$ cat src/rtl/axis_nibble_unpacker.sv
// axis_nibble_unpacker: splits 16-bit keep-qualified beats into a 4-bit nibble stream with per-packet length reports
module axis_nibble_unpacker #(
    parameter int LEN_W     = 12,
    parameter bit MSN_FIRST = 1'b0
) (
    input  logic             clk,
    input  logic             arst,
    input  logic [15:0]      s_data,
    input  logic             s_valid,
    output logic             s_ready,
    input  logic             s_last,
    input  logic [7:0]       s_keep,
    output logic [3:0]       m_data,
    output logic             m_valid,
    input  logic             m_ready,
    output logic             m_last,
    output logic [LEN_W-1:0] len_data,
    output logic             len_valid,
    output logic             err
);
    logic [15:0]      hold;
    logic [2:0]       rem;
    logic [1:0]       idx;
    logic             hold_last;
    logic [LEN_W-1:0] pkt_cnt;
    logic [LEN_W-1:0] cnt_next;
    logic [2:0]       nk;
    logic             legal;
    logic             acc;
    logic             hs;
    logic             close;

    // keep decode, handshakes and the packet-close condition
    always_comb begin
        legal    = (s_keep[1:0] == 2'b00) && (s_keep <= 8'd16);
        nk       = legal ? s_keep[4:2] : 3'd0;
        s_ready  = (rem == 3'd0) || ((rem == 3'd1) && m_ready);
        m_valid  = rem != 3'd0;
        m_data   = hold[{idx, 2'b00} +: 4];
        m_last   = hold_last && (rem == 3'd1);
        acc      = s_valid && s_ready;
        hs       = m_valid && m_ready;
        close    = (hs && m_last) || (acc && (nk == 3'd0) && s_last);
        cnt_next = (hs && !(&pkt_cnt)) ? pkt_cnt + LEN_W'(1) : pkt_cnt;
    end

    // hold word: a new beat overrides the final nibble handshake so there is no bubble
    always_ff @(posedge clk or negedge arst) begin
        if (!arst) begin
            hold      <= '0;
            rem       <= '0;
            idx       <= '0;
            hold_last <= 1'b0;
        end else if (acc) begin
            hold      <= s_data;
            rem       <= nk;
            idx       <= MSN_FIRST ? nk[1:0] - 2'd1 : 2'd0;
            hold_last <= s_last;
        end else if (hs) begin
            rem <= rem - 3'd1;
            idx <= MSN_FIRST ? idx - 2'd1 : idx + 2'd1;
        end
    end

    // packet length accounting and error pulse
    always_ff @(posedge clk or negedge arst) begin
        if (!arst) begin
            pkt_cnt   <= '0;
            len_data  <= '0;
            len_valid <= 1'b0;
            err       <= 1'b0;
        end else begin
            err       <= acc && !legal;
            len_valid <= close;
            pkt_cnt   <= close ? '0 : cnt_next;
            if (close)
                len_data <= cnt_next;
        end
    end
endmodule

$ cat config.mk
export PLATFORM = sky130hd
export DESIGN_NAME = axis_nibble_unpacker
export DESIGN_NICKNAME = d
export VERILOG_FILES = /design/src/rtl/axis_nibble_unpacker.sv
export SDC_FILE = /design/constraint.sdc
export NUM_CORES = 1
export LEC_CHECK = 0
export CORE_MARGIN = 3
export CORE_UTILIZATION = 30
export DETAILED_ROUTE_END_ITERATION = 8
export PLACE_DENSITY = 0.62
export RECOVER_POWER = 25
export SYNTH_ARGS = -nofsm -noshare
export SYNTH_HDL_FRONTEND = slang
export SYNTH_SLANG_ARGS = --single-unit
$ cat constraint.sdc
create_clock -name clk -period 5.2 [get_ports clk]
set_input_delay 1.3 -clock clk [delete_from_list [all_inputs] [get_ports clk]]
set_output_delay 1.3 -clock clk [all_outputs]
set_load 0.005 [all_outputs]
==> impl_metrics.py, run 1 <==
metrics = {
    "synthesis": {
        "synth.yosys.seq_area_share_pct": 49.9,
        "post_synth_instance_area_um2": 2400,
        "yosys_register_bits": 48,
        "mean_syn_cell_area_um2": 11.6,
        "mappedNetlistNets": 240,
        "ys_types": 47,
        "synth_cells": 207,
        "synth.yosys.warnings": 0,
    },
    "layout": {
        "final_core_utilization_pct": 39.6,
        "post-route-cell-area_um2": 3070,
        "final-seq-area_um2": 1200,
        "nets": 287,
        "num-fill-cells": 774,
        "multi_input_comb_area_um2": 1100,
        "synth_to_final_area_change_pct": 27.8,
        "share_of_layout_cells_above_drive_strength_1_pct": 14.9,
        "antennaDiodeCount": 0,
    },
    "die": {
        "die_h_um": 95.5,
        "pin_count": 50,
        "coreArea_um2": 7770,
        "fp.dieArea_um2": 9130,
        "die_outline_width_um": 95.5,
        "rows": 32,
        "initial_utilization_pct": 31.0,
    },
    "cts": {
        "clock_path_buffers": 2,
        "clock_latency_ns": 0.30,
        "tritoncts": "built",
        "cts.sink_count": 48,
        "cts_inserted_buffers": 5,
        "root_buffer": "sky130_fd_sc_hd__clkbuf_8",
        "cts_setup_buffers": 0,
        "post_cts_hold_buffer_count": 0,
        "clk_pin_slew_ns": 0.09,
        "cts_resized": 0,
        "htree_num_levels": 2,
    },
    "pwr": {
        "internal-power_mw": 1.03,
        "power.density_cell_area_nw_per_um2": 486,
        "p_switching_mw": 0.466,
        "power.static_leakage_nw": 1.23,
        "seqPwrFrac_pct": 40.5,
        "p_clk_share_pct": 18.0,
        "ir_worst_vdd_mv": 0.155,
        "power.combinational.fraction_pct": 41.4,
        "power.switching_fraction_pct": 31.3,
    },
    "hold_path": {
        "hold_path_depth": 1,
        "holdPathEnd": "hold_last",
        "path_type_of_the_worst_min_delay_path": "reg -> reg",
        "worstHoldStart": "hold_last",
    },
    "timing": {
        "finalWorstPathRequiredPeriod_ns": 4.27,
        "setup-tns-final_ns": 0,
        "setup_repair_after_global_routing_missed_its_margin": "false",
        "final_report_max_slew_violation_count": 49,
        "worst_clock_skew_ns": 0.00645,
        "finalHoldViolCount": 0,
        "achievable-frequency_ghz": 0.234,
        "max-slew-margin-rel_pct": -73.8,
        "final_min_period_over_clock_period_pct": 82.1,
        "tightestPinTransition_ns": 2.61,
        "finalSetupViolCount": 0,
    },
    "global_routing": {
        "globalRoute.totalOverflow": 0,
        "global_route.usage.total_pct": 12.6,
        "number_of_antenna_violations_at_the_first_check_in_global_routing": 0,
        "grt_pass1_wl_mm": 8.98,
        "grt_max_degree": 49,
        "first_global_vias": 1816,
    },
    "placement": {
        "finalWeightedCongestion": 0.820,
        "placed_area_um2": 2970,
        "dp_hpwl_mm": 3.82,
        "io_buffer_count": 49,
    },
    "routing": {
        "wire_per_inst_um": 15.4,
        "detail_route.vias_per_cell": 5.16,
        "totalWireLength_mm": 5.50,
        "drt_first_pass_iters": 4,
        "route.vias.total": 1843,
        "dr.first_iter.drc_count": 69,
        "ant_nets": 0,
        "route.detailed.drc": 0,
    },
    "worst_setup_path": {
        "required_ns": 3.90,
        "crit_path_end_kind": "output pin",
        "crit_path_max_fanout": 16,
        "ff2ff_path_depth": 7,
        "timing.critical_path.arrival_ns": 2.97,
        "worst_setup_path_start_kind": "primary input",
        "critical_path.reg2reg.startpoint": "rem[0]",
        "reg2reg_slack_ns": 2.91,
        "path_class": "in -> out",
        "r2r-end": "len_data[7]",
    },
    "run_status": {
        "status": "complete, but fails checks",
        "failed_checks": "max-capacitance violations, max-slew violations",
    },
    "job": {
        "timing.max_cap.violations": 1,
    },
}
## cell usage after synthesis, drive strengths merged
| cell type | count | area (um^2) |
|---|---|---|
| nand3b | 1 | 7.51 |
| o21bai | 1 | 7.51 |
| a21oi | 10 | 61.3 |
| inv | 10 | 40.0 |
| nand3 | 5 | 25.0 |
| o2111a | 1 | 11.3 |
| nand2 | 7 | 26.3 |
| mux2i | 2 | 20.0 |
| nor4b | 1 | 8.76 |
| clkbuf | 3 | 12.5 |
| mux2 | 16 | 180 |
| and2 | 2 | 12.5 |
| buf | 7 | 46.3 |
| nor2 | 7 | 26.3 |
| and3 | 7 | 43.8 |
| nor4 | 2 | 27.5 |
| a41oi | 1 | 8.76 |
| nand4 | 8 | 65.1 |
| a211oi | 8 | 60.1 |
| nor2b | 1 | 8.76 |
| a31oi | 9 | 56.3 |
| a21o | 2 | 15.0 |
| o31ai | 6 | 45.0 |
| ha | 4 | 50.1 |
| o21ai | 8 | 40.0 |
| o211ai | 2 | 15.0 |
| or4 | 3 | 22.5 |
| xnor2 | 3 | 26.3 |
| and3b | 1 | 8.76 |
| a22o | 3 | 26.3 |
| xor2 | 1 | 8.76 |
| or3 | 4 | 25.0 |
| nor3 | 3 | 20.0 |
| dfrtp | 48 | 1200 |
| a31o | 2 | 17.5 |
| mux4 | 4 | 90.1 |
| and4 | 4 | 37.5 |
## routing by layer
metal  track usage [%]  vias to the layer above  share of wire [%]
met5                 0                        -                  0
met4              2.25                        0               0.56
met3              4.42                        4                6.3
met2              20.6                       52                 48
met1              16.3                      909                 45
li1                  -                      878                  -
## kinds of logic after synthesis
| kind of cell | after synthesis | share of synthesized area [%] |
|---|---|---|
| AND/OR/NAND/NOR | 56 | 15.2 |
| AO/OA/AOI/OAI | 53 | 15.1 |
| flip-flops | 48 | 49.9 |
| multiplexers | 22 | 12.1 |
| buffers and inverters | 20 | 4.11 |
| XOR/XNOR | 4 | 1.46 |
| adder cells (fa/ha/maj) | 4 | 2.08 |
## through the flow
stage	instances	hold WS [ns]	worst slack (ns)	total power [mW]
final	357	0.484	0.929	1.49
after global routing	357	0.505	0.852	1.61
after CTS	357	0.485	0.931	1.51
after detailed placement	349	0.464	0.935	1.24
after global placement	349	0.453	0.972	1.23
after floorplan	207	0.442	2.28	0.974
## placed cells by master, fill, tap and decap left out, types with 3 or more instances in the layout
cell                              synthesis  layout
sky130_fd_sc_hd__nand4_1                  7       7
sky130_fd_sc_hd__xnor2_1                  3       3
sky130_fd_sc_hd__mux4_2                   4       4
sky130_fd_sc_hd__o21ai_0                  7       7
sky130_fd_sc_hd__ha_1                     4       4
sky130_fd_sc_hd__o31ai_1                  6       6
sky130_fd_sc_hd__nand2_1                  7       7
sky130_fd_sc_hd__or3_1                    4       4
sky130_fd_sc_hd__a21oi_1                  9       9
sky130_fd_sc_hd__clkdlybuf4s50_1          0      48
sky130_fd_sc_hd__or4_1                    3       3
sky130_fd_sc_hd__a31oi_1                  9       9
sky130_fd_sc_hd__clkbuf_8                 0       5
sky130_fd_sc_hd__a22o_1                   3       3
sky130_fd_sc_hd__dfrtp_1                 48      48
sky130_fd_sc_hd__nor2_1                   7       7
sky130_fd_sc_hd__nand3_1                  5       5
sky130_fd_sc_hd__a211oi_1                 8       8
sky130_fd_sc_hd__and3_1                   7       7
sky130_fd_sc_hd__mux2_2                  16      16
sky130_fd_sc_hd__inv_1                    9       9
## worst max-delay path, cell delays in order
cell and delay [ns]:
sky130_fd_sc_hd__clkdlybuf4s50_1 0.79, sky130_fd_sc_hd__a21o_1 0.22, sky130_fd_sc_hd__and2_1 0.15, sky130_fd_sc_hd__clkdlybuf4s50_1 0.50
## final cells by class
class,count,area share (%)
Sequential cell,48,39.1
Inverter,10,1.30
Multi-Input combinational cell,139,36.0
Tap cell,102,4.15
Clock inverter,2,1.14
Timing Repair Buffer,50,16.0
Clock buffer,6,2.36
## power by group through the flow
stage                     registers [mW]  clock network, mW  logic [mW]
after detailed placement           0.612                  0       0.628
after floorplan                    0.582                  0       0.392
after global routing               0.625              0.295       0.687
after global placement             0.609                  0       0.619
after CTS                          0.607              0.277       0.630
final                              0.605              0.269       0.618
## how the worst max path moves through the flow
stage | to | from | slack, ns | cells after the start
after floorplan | s_ready | m_ready | 2.28 | 2
after global placement | s_ready | m_ready | 0.97 | 4
after detailed placement | s_ready | m_ready | 0.94 | 4
after CTS | s_ready | m_ready | 0.93 | 4
after global routing | s_ready | m_ready | 0.85 | 4
final | s_ready | m_ready | 0.93 | 4
## flip-flops by register name (all words and copies together), names as in the netlist
register	cells
err	1
hold	16
hold_last	1
idx	2
len_data	12
len_valid	1
pkt_cnt	12
rem	3
No activity file was read; power rests on OpenSTA's default activity.
==> inputs of run 2 (changes only) <==
--- a/config.mk
+++ b/config.mk
@@ -8,7 +8,7 @@
 export CORE_MARGIN = 3
 export CORE_UTILIZATION = 30
 export DETAILED_ROUTE_END_ITERATION = 8
-export PLACE_DENSITY = 0.62
+export PLACE_DENSITY = 0.63
 export RECOVER_POWER = 25
 export SYNTH_ARGS = -nofsm -noshare
 export SYNTH_HDL_FRONTEND = slang
==> constraint.sdc (replaced) <==
create_clock -name clk -period 3.65 [get_ports clk]
set_input_delay 0.9125 -clock clk [delete_from_list [all_inputs] [get_ports clk]]
set_output_delay 0.9125 -clock clk [all_outputs]
set_load 0.005 [all_outputs]
==> impl_metrics.py, run 2 (synthesized netlist as in run 1, its figures left out) <==
metrics = {
    "worst_setup_path": {
        "crit_path_max_fanout": 4,
        "path_depth": 4,
        "ff2ff_path_depth": 8,
        "r2r-end": "len_data[4]",
        "timing.critical_path.to": "s_ready",
        "crit_path_end_kind": "output pin",
        "critical_path.reg2reg.startpoint": "rem[0]",
        "cp_top_family": "buffers and inverters",
        "critPathLaunch": "m_ready",
        "required_ns": 2.74,
        "cp_common_cell": "sky130_fd_sc_hd__clkdlybuf4s50_1",
        "worst_path_largest_cell_delay_ns": 0.50,
        "cp_cell_sequence": "clkdlybuf4s50_1, a21o_1, and2_1, clkdlybuf4s50_1",
        "path_buf_inv": 2,
        "timing.critical_path.arrival_ns": 2.21,
        "slowest_stage": "sky130_fd_sc_hd__clkdlybuf4s50_1",
        "reg2reg_slack_ns": 1.31,
        "worst_setup_path_start_kind": "primary input",
        "path_class": "in -> out",
    },
    "pwr": {
        "post-layout-total-power_mw": 2.28,
        "power.static_leakage_nw": 1.26,
        "power.density_cell_area_nw_per_um2": 726,
        "ir_worst_vdd_mv": 0.201,
    },
    "routing": {
        "wire_per_inst_um": 15.3,
        "ant_nets": 0,
        "detail_route.vias_per_cell": 5.13,
        "totalWireLength_mm": 5.49,
        "dr.first_iter.drc_count": 112,
        "route.vias.total": 1842,
        "route.detailed.drc": 0,
        "drt_first_pass_iters": 4,
    },
    "cts": {
        "cts_inserted_buffers": 5,
        "tritoncts": "built",
        "clk_pin_slew_ns": 0.09,
        "clock_latency_ns": 0.30,
        "cts.sink_count": 48,
        "cts_resized": 0,
        "cts_setup_buffers": 0,
        "htree_num_levels": 2,
        "clock_path_buffers": 2,
        "post_cts_hold_buffer_count": 0,
        "root_buffer": "sky130_fd_sc_hd__clkbuf_8",
    },
    "layout": {
        "regMostFlops": "hold",
        "largest_register_ffs": 16,
        "antennaDiodeCount": 0,
        "largest_registers": "hold: 16 flops, len_data: 12 flops, pkt_cnt: 12 flops",
        "final_core_utilization_pct": 40.4,
        "instances_no_fill": 359,
        "most-common-layout-cells": "sky130_fd_sc_hd__dfrtp_1, sky130_fd_sc_hd__clkdlybuf4s50_1, sky130_fd_sc_hd__mux2_2",
        "share_of_layout_cells_above_drive_strength_1_pct": 16.0,
        "nets": 289,
        "synth_to_final_area_change_pct": 30.5,
    },
    "timing": {
        "finalWorstPathRequiredPeriod_ns": 3.12,
        "final_report_max_slew_violation_count": 49,
        "final_min_period_over_clock_period_pct": 85.5,
        "setup-tns-final_ns": 0,
        "setup_repair_after_global_routing_missed_its_margin": "false",
        "finalHoldViolCount": 0,
        "max-slew-margin-rel_pct": -70.0,
        "achievable-frequency_ghz": 0.320,
        "worst_clock_skew_ns": 0.00521,
        "tightestPinTransition_ns": 2.55,
        "finalSetupViolCount": 0,
    },
    "global_routing": {
        "grt_pass1_wl_mm": 9.31,
        "number_of_antenna_violations_at_the_first_check_in_global_routing": 0,
        "first_global_vias": 1884,
        "grt_max_degree": 49,
        "global_route.usage.total_pct": 13.1,
        "globalRoute.totalOverflow": 0,
    },
    "placement": {
        "finalWeightedCongestion": 0.809,
        "dp.cells": 351,
        "io_buffer_count": 49,
        "dp_hpwl_mm": 3.85,
    },
    "die": {
        "coreArea_um2": 7770,
        "fp.dieArea_um2": 9130,
        "rows": 32,
        "initial_utilization_pct": 31.0,
        "die_h_um": 95.5,
        "die_outline_width_um": 95.5,
        "pin_count": 50,
    },
    "hold_path": {
        "worstHoldStart": "hold_last",
        "path_type_of_the_worst_min_delay_path": "reg -> reg",
    },
    "run_status": {
        "status": "complete, but fails checks",
        "failed_checks": "max-capacitance violations, max-slew violations",
    },
    "job": {
        "timing.max_cap.violations": 1,
    },
}
run 2: cell types whose count changed in the layout (fill, tap and decap cells not counted):
cell                        change
sky130_fd_sc_hd__buf_4          +2
sky130_fd_sc_hd__bufinv_16      +2
sky130_fd_sc_hd__clkbuf_1       -1
sky130_fd_sc_hd__clkinv_2       -1
run 2: how the worst min path moves through the flow:
stage / end / slack [ns] / cells past startpoint
after global routing: hold_last / 0.51 / 1
after detailed placement: hold_last / 0.46 / 1
final: hold_last / 0.48 / 1
after CTS: hold_last / 0.49 / 1
after global placement: hold_last / 0.45 / 1
after floorplan: hold_last / 0.44 / 1
run 2: layout make-up:
type | instances | area, um^2
Fill cell | 757 | 4630
Sequential cell | 48 | 1200
Multi-Input combinational cell | 139 | 1100
Timing Repair Buffer | 52 | 507
Tap cell | 102 | 128
Clock inverter | 3 | 90.1
Clock buffer | 5 | 68.8
Inverter | 10 | 40.0
run 2: worst register-to-register path, cell delays in order (launching register included):
cell                      delay, ns
sky130_fd_sc_hd__dfrtp_1       0.38
sky130_fd_sc_hd__inv_1         0.09
sky130_fd_sc_hd__ha_1          0.23
sky130_fd_sc_hd__nor2b_2       0.17
sky130_fd_sc_hd__inv_1         0.34
sky130_fd_sc_hd__and3_1        0.55
sky130_fd_sc_hd__a21oi_4       0.08
sky130_fd_sc_hd__inv_4         0.23
sky130_fd_sc_hd__mux2i_1       0.21
run 2: stage by stage:
stage,hold slack (ns),cell area (um^2),setup slack (ns)
floorplan,0.442,2400,1.50
global placement,0.452,2980,0.557
detailed placement,0.464,2980,0.528
CTS,0.485,3140,0.525
global route,0.507,3140,0.263
finish,0.483,3140,0.529
run 2: layer usage:
metal	vias up	wire, um	track usage (%)
li1	888	-	-
met1	908	2580	18.0
met2	40	2560	20.7
met3	6	295	2.92
met4	0	60	3.55
met5	-	0	0
run 2: report_power, final:
part           internal, mW  leakage, nW  switching, mW
Clock                 0.342       0.0784          0.186
Sequential            0.730        0.605          0.127
Combinational         0.533        0.576          0.359
==> inputs of run 3 (changes only) <==
--- a/config.mk
+++ b/config.mk
@@ -5,11 +5,13 @@
 export SDC_FILE = /design/constraint.sdc
 export NUM_CORES = 1
 export LEC_CHECK = 0
+export ABC_AREA = 1
 export CORE_MARGIN = 3
 export CORE_UTILIZATION = 30
 export DETAILED_ROUTE_END_ITERATION = 8
 export PLACE_DENSITY = 0.63
 export RECOVER_POWER = 25
+export SLEW_MARGIN = 40
 export SYNTH_ARGS = -nofsm -noshare
 export SYNTH_HDL_FRONTEND = slang
 export SYNTH_SLANG_ARGS = --single-unit
==> impl_metrics.py, run 3 <==
metrics = {
    "synthesis": {
        "synth.most_common_cell": "sky130_fd_sc_hd__nand2_1",
        "synthMuxAreaShare_pct": 0,
        "ys_types": 30,
        "post_synth_edffs": 0,
        "synth_top_area_share_pct": 47.3,
        "synthFlopType": "sky130_fd_sc_hd__dfrtp_1",
        "most_area_hungry_cell_type_in_the_yosys_netlist": "sky130_fd_sc_hd__dfrtp_1",
        "top_cells_by_count_synth": "sky130_fd_sc_hd__nand2_1, sky130_fd_sc_hd__dfrtp_1, sky130_fd_sc_hd__inv_1",
        "post_synth_and_or_nand_nor_area_fraction_pct": 35.5,
        "synth_cells": 324,
        "synth-compound-area-share_pct": 6.51,
        "post_synth_main_area_contributors": "sky130_fd_sc_hd__dfrtp_1, sky130_fd_sc_hd__nand2_1, sky130_fd_sc_hd__inv_1",
        "post_synth_instance_area_um2": 2540,
        "synth_adder_area_share_pct": 1.97,
        "mappedNetlistNets": 357,
        "yosys_register_bits": 48,
        "largest_family_of_logic_cells_by_synthesized_area": "simple AND/OR/NAND/NOR gates",
        "mean_syn_cell_area_um2": 7.84,
        "synth.yosys.warnings": 0,
        "postSynth.asyncResetShare_pct": 100,
        "yosys.area_share.xor_xnor_pct": 1.38,
        "synth.yosys.seq_area_share_pct": 47.3,
    },
    "timing": {
        "finalSetupViolCount": 0,
        "worst_clock_skew_ns": 0.00492,
        "finalHoldViolCount": 0,
        "setup-tns-final_ns": 0,
        "final_min_period_over_clock_period_pct": 82.8,
        "post-route-worst-setup-slack_ns": 0.626,
        "max-slew-margin-rel_pct": 58.9,
        "setup_repair_after_global_routing_missed_its_margin": "false",
        "tightestPinTransition_ns": 0.616,
        "finalWorstPathRequiredPeriod_ns": 3.02,
        "achievable-frequency_ghz": 0.331,
        "final_report_max_slew_violation_count": 0,
    },
    "worst_setup_path": {
        "crit_path_max_fanout": 2,
        "cp_cell_sequence": "clkdlybuf4s50_1, nand3_2, nand2_2, clkdlybuf4s50_1",
        "reg2reg_slack_ns": 1.65,
        "slowest_stage": "sky130_fd_sc_hd__clkdlybuf4s50_1",
        "ff2ff_path_depth": 8,
        "critical_path.reg2reg.startpoint": "rem[0]",
        "timing.critical_path.arrival_ns": 2.11,
        "r2r-end": "rem[0]",
        "cp_common_cell": "sky130_fd_sc_hd__clkdlybuf4s50_1",
        "critPathLaunch": "m_ready",
        "worst_setup_path_start_kind": "primary input",
        "required_ns": 2.74,
        "worst_path_largest_cell_delay_ns": 0.51,
        "path_class": "in -> out",
        "cp_top_family": "buffers and inverters",
        "crit_path_end_kind": "output pin",
        "path_buf_inv": 2,
    },
    "layout": {
        "synth_to_final_area_change_pct": 25.2,
        "largest_register_ffs": 16,
        "layout.cells.most_common": "sky130_fd_sc_hd__nand2_1",
        "instances_no_fill": 473,
        "antennaDiodeCount": 0,
        "share_of_layout_cells_above_drive_strength_1_pct": 8.63,
        "most-common-layout-cells": "sky130_fd_sc_hd__nand2_1, sky130_fd_sc_hd__dfrtp_1, sky130_fd_sc_hd__clkdlybuf4s50_1, sky130_fd_sc_hd__inv_1, sky130_fd_sc_hd__nor2_1",
        "regMostFlops": "hold",
        "largest_registers": "hold: 16 flops, len_data: 12 flops, pkt_cnt: 12 flops",
        "nets": 404,
    },
    "job": {
        "timing.max_cap.violations": 0,
    },
    "die": {
        "coreArea_um2": 7970,
        "initial_utilization_pct": 31.9,
        "die_h_um": 98.0,
        "rows": 32,
        "pin_count": 50,
        "fp.dieArea_um2": 9600,
        "die_outline_width_um": 98.0,
    },
    "cts": {
        "cts_resized": 0,
        "root_buffer": "sky130_fd_sc_hd__clkbuf_8",
        "clock_latency_ns": 0.30,
        "clk_pin_slew_ns": 0.08,
        "tritoncts": "built",
        "htree_num_levels": 2,
        "cts_setup_buffers": 0,
        "clock_path_buffers": 2,
        "post_cts_hold_buffer_count": 0,
        "cts_inserted_buffers": 5,
        "cts.sink_count": 48,
    },
    "routing": {
        "route.vias.total": 2121,
        "dr.first_iter.drc_count": 121,
        "route.detailed.drc": 0,
        "detail_route.vias_per_cell": 4.48,
        "drt_first_pass_iters": 4,
        "totalWireLength_mm": 5.57,
        "wire_per_inst_um": 11.8,
        "ant_nets": 0,
    },
    "pwr": {
        "power.static_leakage_nw": 1.56,
        "ir_worst_vdd_mv": 0.268,
        "post-layout-total-power_mw": 2.21,
        "power.density_cell_area_nw_per_um2": 695,
    },
    "global_routing": {
        "globalRoute.totalOverflow": 0,
        "grt_max_degree": 49,
        "number_of_antenna_violations_at_the_first_check_in_global_routing": 0,
        "grt_pass1_wl_mm": 9.40,
        "global_route.usage.total_pct": 11.8,
        "first_global_vias": 2027,
    },
    "placement": {
        "dp.cells": 466,
        "io_buffer_count": 49,
        "dp_hpwl_mm": 3.95,
        "finalWeightedCongestion": 0.881,
        "place_worst_setup_slack_ns": 0.619,
    },
    "hold_path": {
        "holdPathEnd": "len_data[3]",
        "worstHoldStart": "len_data[3]",
        "hold_path_depth": 2,
        "path_type_of_the_worst_min_delay_path": "reg -> reg",
    },
    "run_status": {
        "status": "finished, final reports clean",
    },
}
==> run 3: worst max path at each step <==
stage	slack, ns	cells past startpoint	endpoint
6_report	0.63	4	s_ready
5_1_grt	0.58	4	s_ready
4_1_cts	0.62	4	s_ready
3_5_place_dp	0.62	4	s_ready
3_3_place_gp	0.65	4	s_ready
2_1_floorplan	1.68	2	s_ready
==> run 3: layout make-up <==
type	instances	area (um^2)
multi-input cells	237	1150
inverters	30	118
clock buffers	6	82.6
repair buffers	49	488
well taps	102	128
flip-flops and latches	48	1200
fillers	801	4790
clock inverters	1	8.76
==> run 3: kinds of logic (layout without fill, tap and decap cells) <==
family,count (synthesis),in the layout
AND/OR/NAND/NOR,199,199
flip-flops,48,48
buffers and inverters,39,86
AO/OA/AOI/OAI,30,30
adder cells (fa/ha/maj),4,4
XOR/XNOR,4,4
==> run 3: worst min-delay path, stage by stage, from the launching register on <==
cell and delay, ns:
sky130_fd_sc_hd__dfrtp_1 0.35, sky130_fd_sc_hd__nand2_1 0.05, sky130_fd_sc_hd__nand2_1 0.05
==> run 3: metal layers <==
| metal | wire length (um) | GRT usage [%] |
|---|---|---|
| met1 | 2780 | 16.0 |
| met4 | 102 | 4.58 |
| met3 | 180 | 2.29 |
| met5 | 0 | 0 |
| met2 | 2500 | 18.4 |
==> run 3: where the power goes <==
group	internal, mW	switching [mW]
clock	0.151	0.178
sequential	0.749	0.170
combinational	0.456	0.504
==> run 3: through the flow <==
step                area [um^2]  utilization (%)  hold slack, ns
floorplan                  2540                -           0.444
global placement           3080             38.7           0.460
detailed placement         3090             38.7           0.464
CTS                        3180             39.9           0.489
global route               3180             39.9           0.500
finish                     3180             39.9           0.484
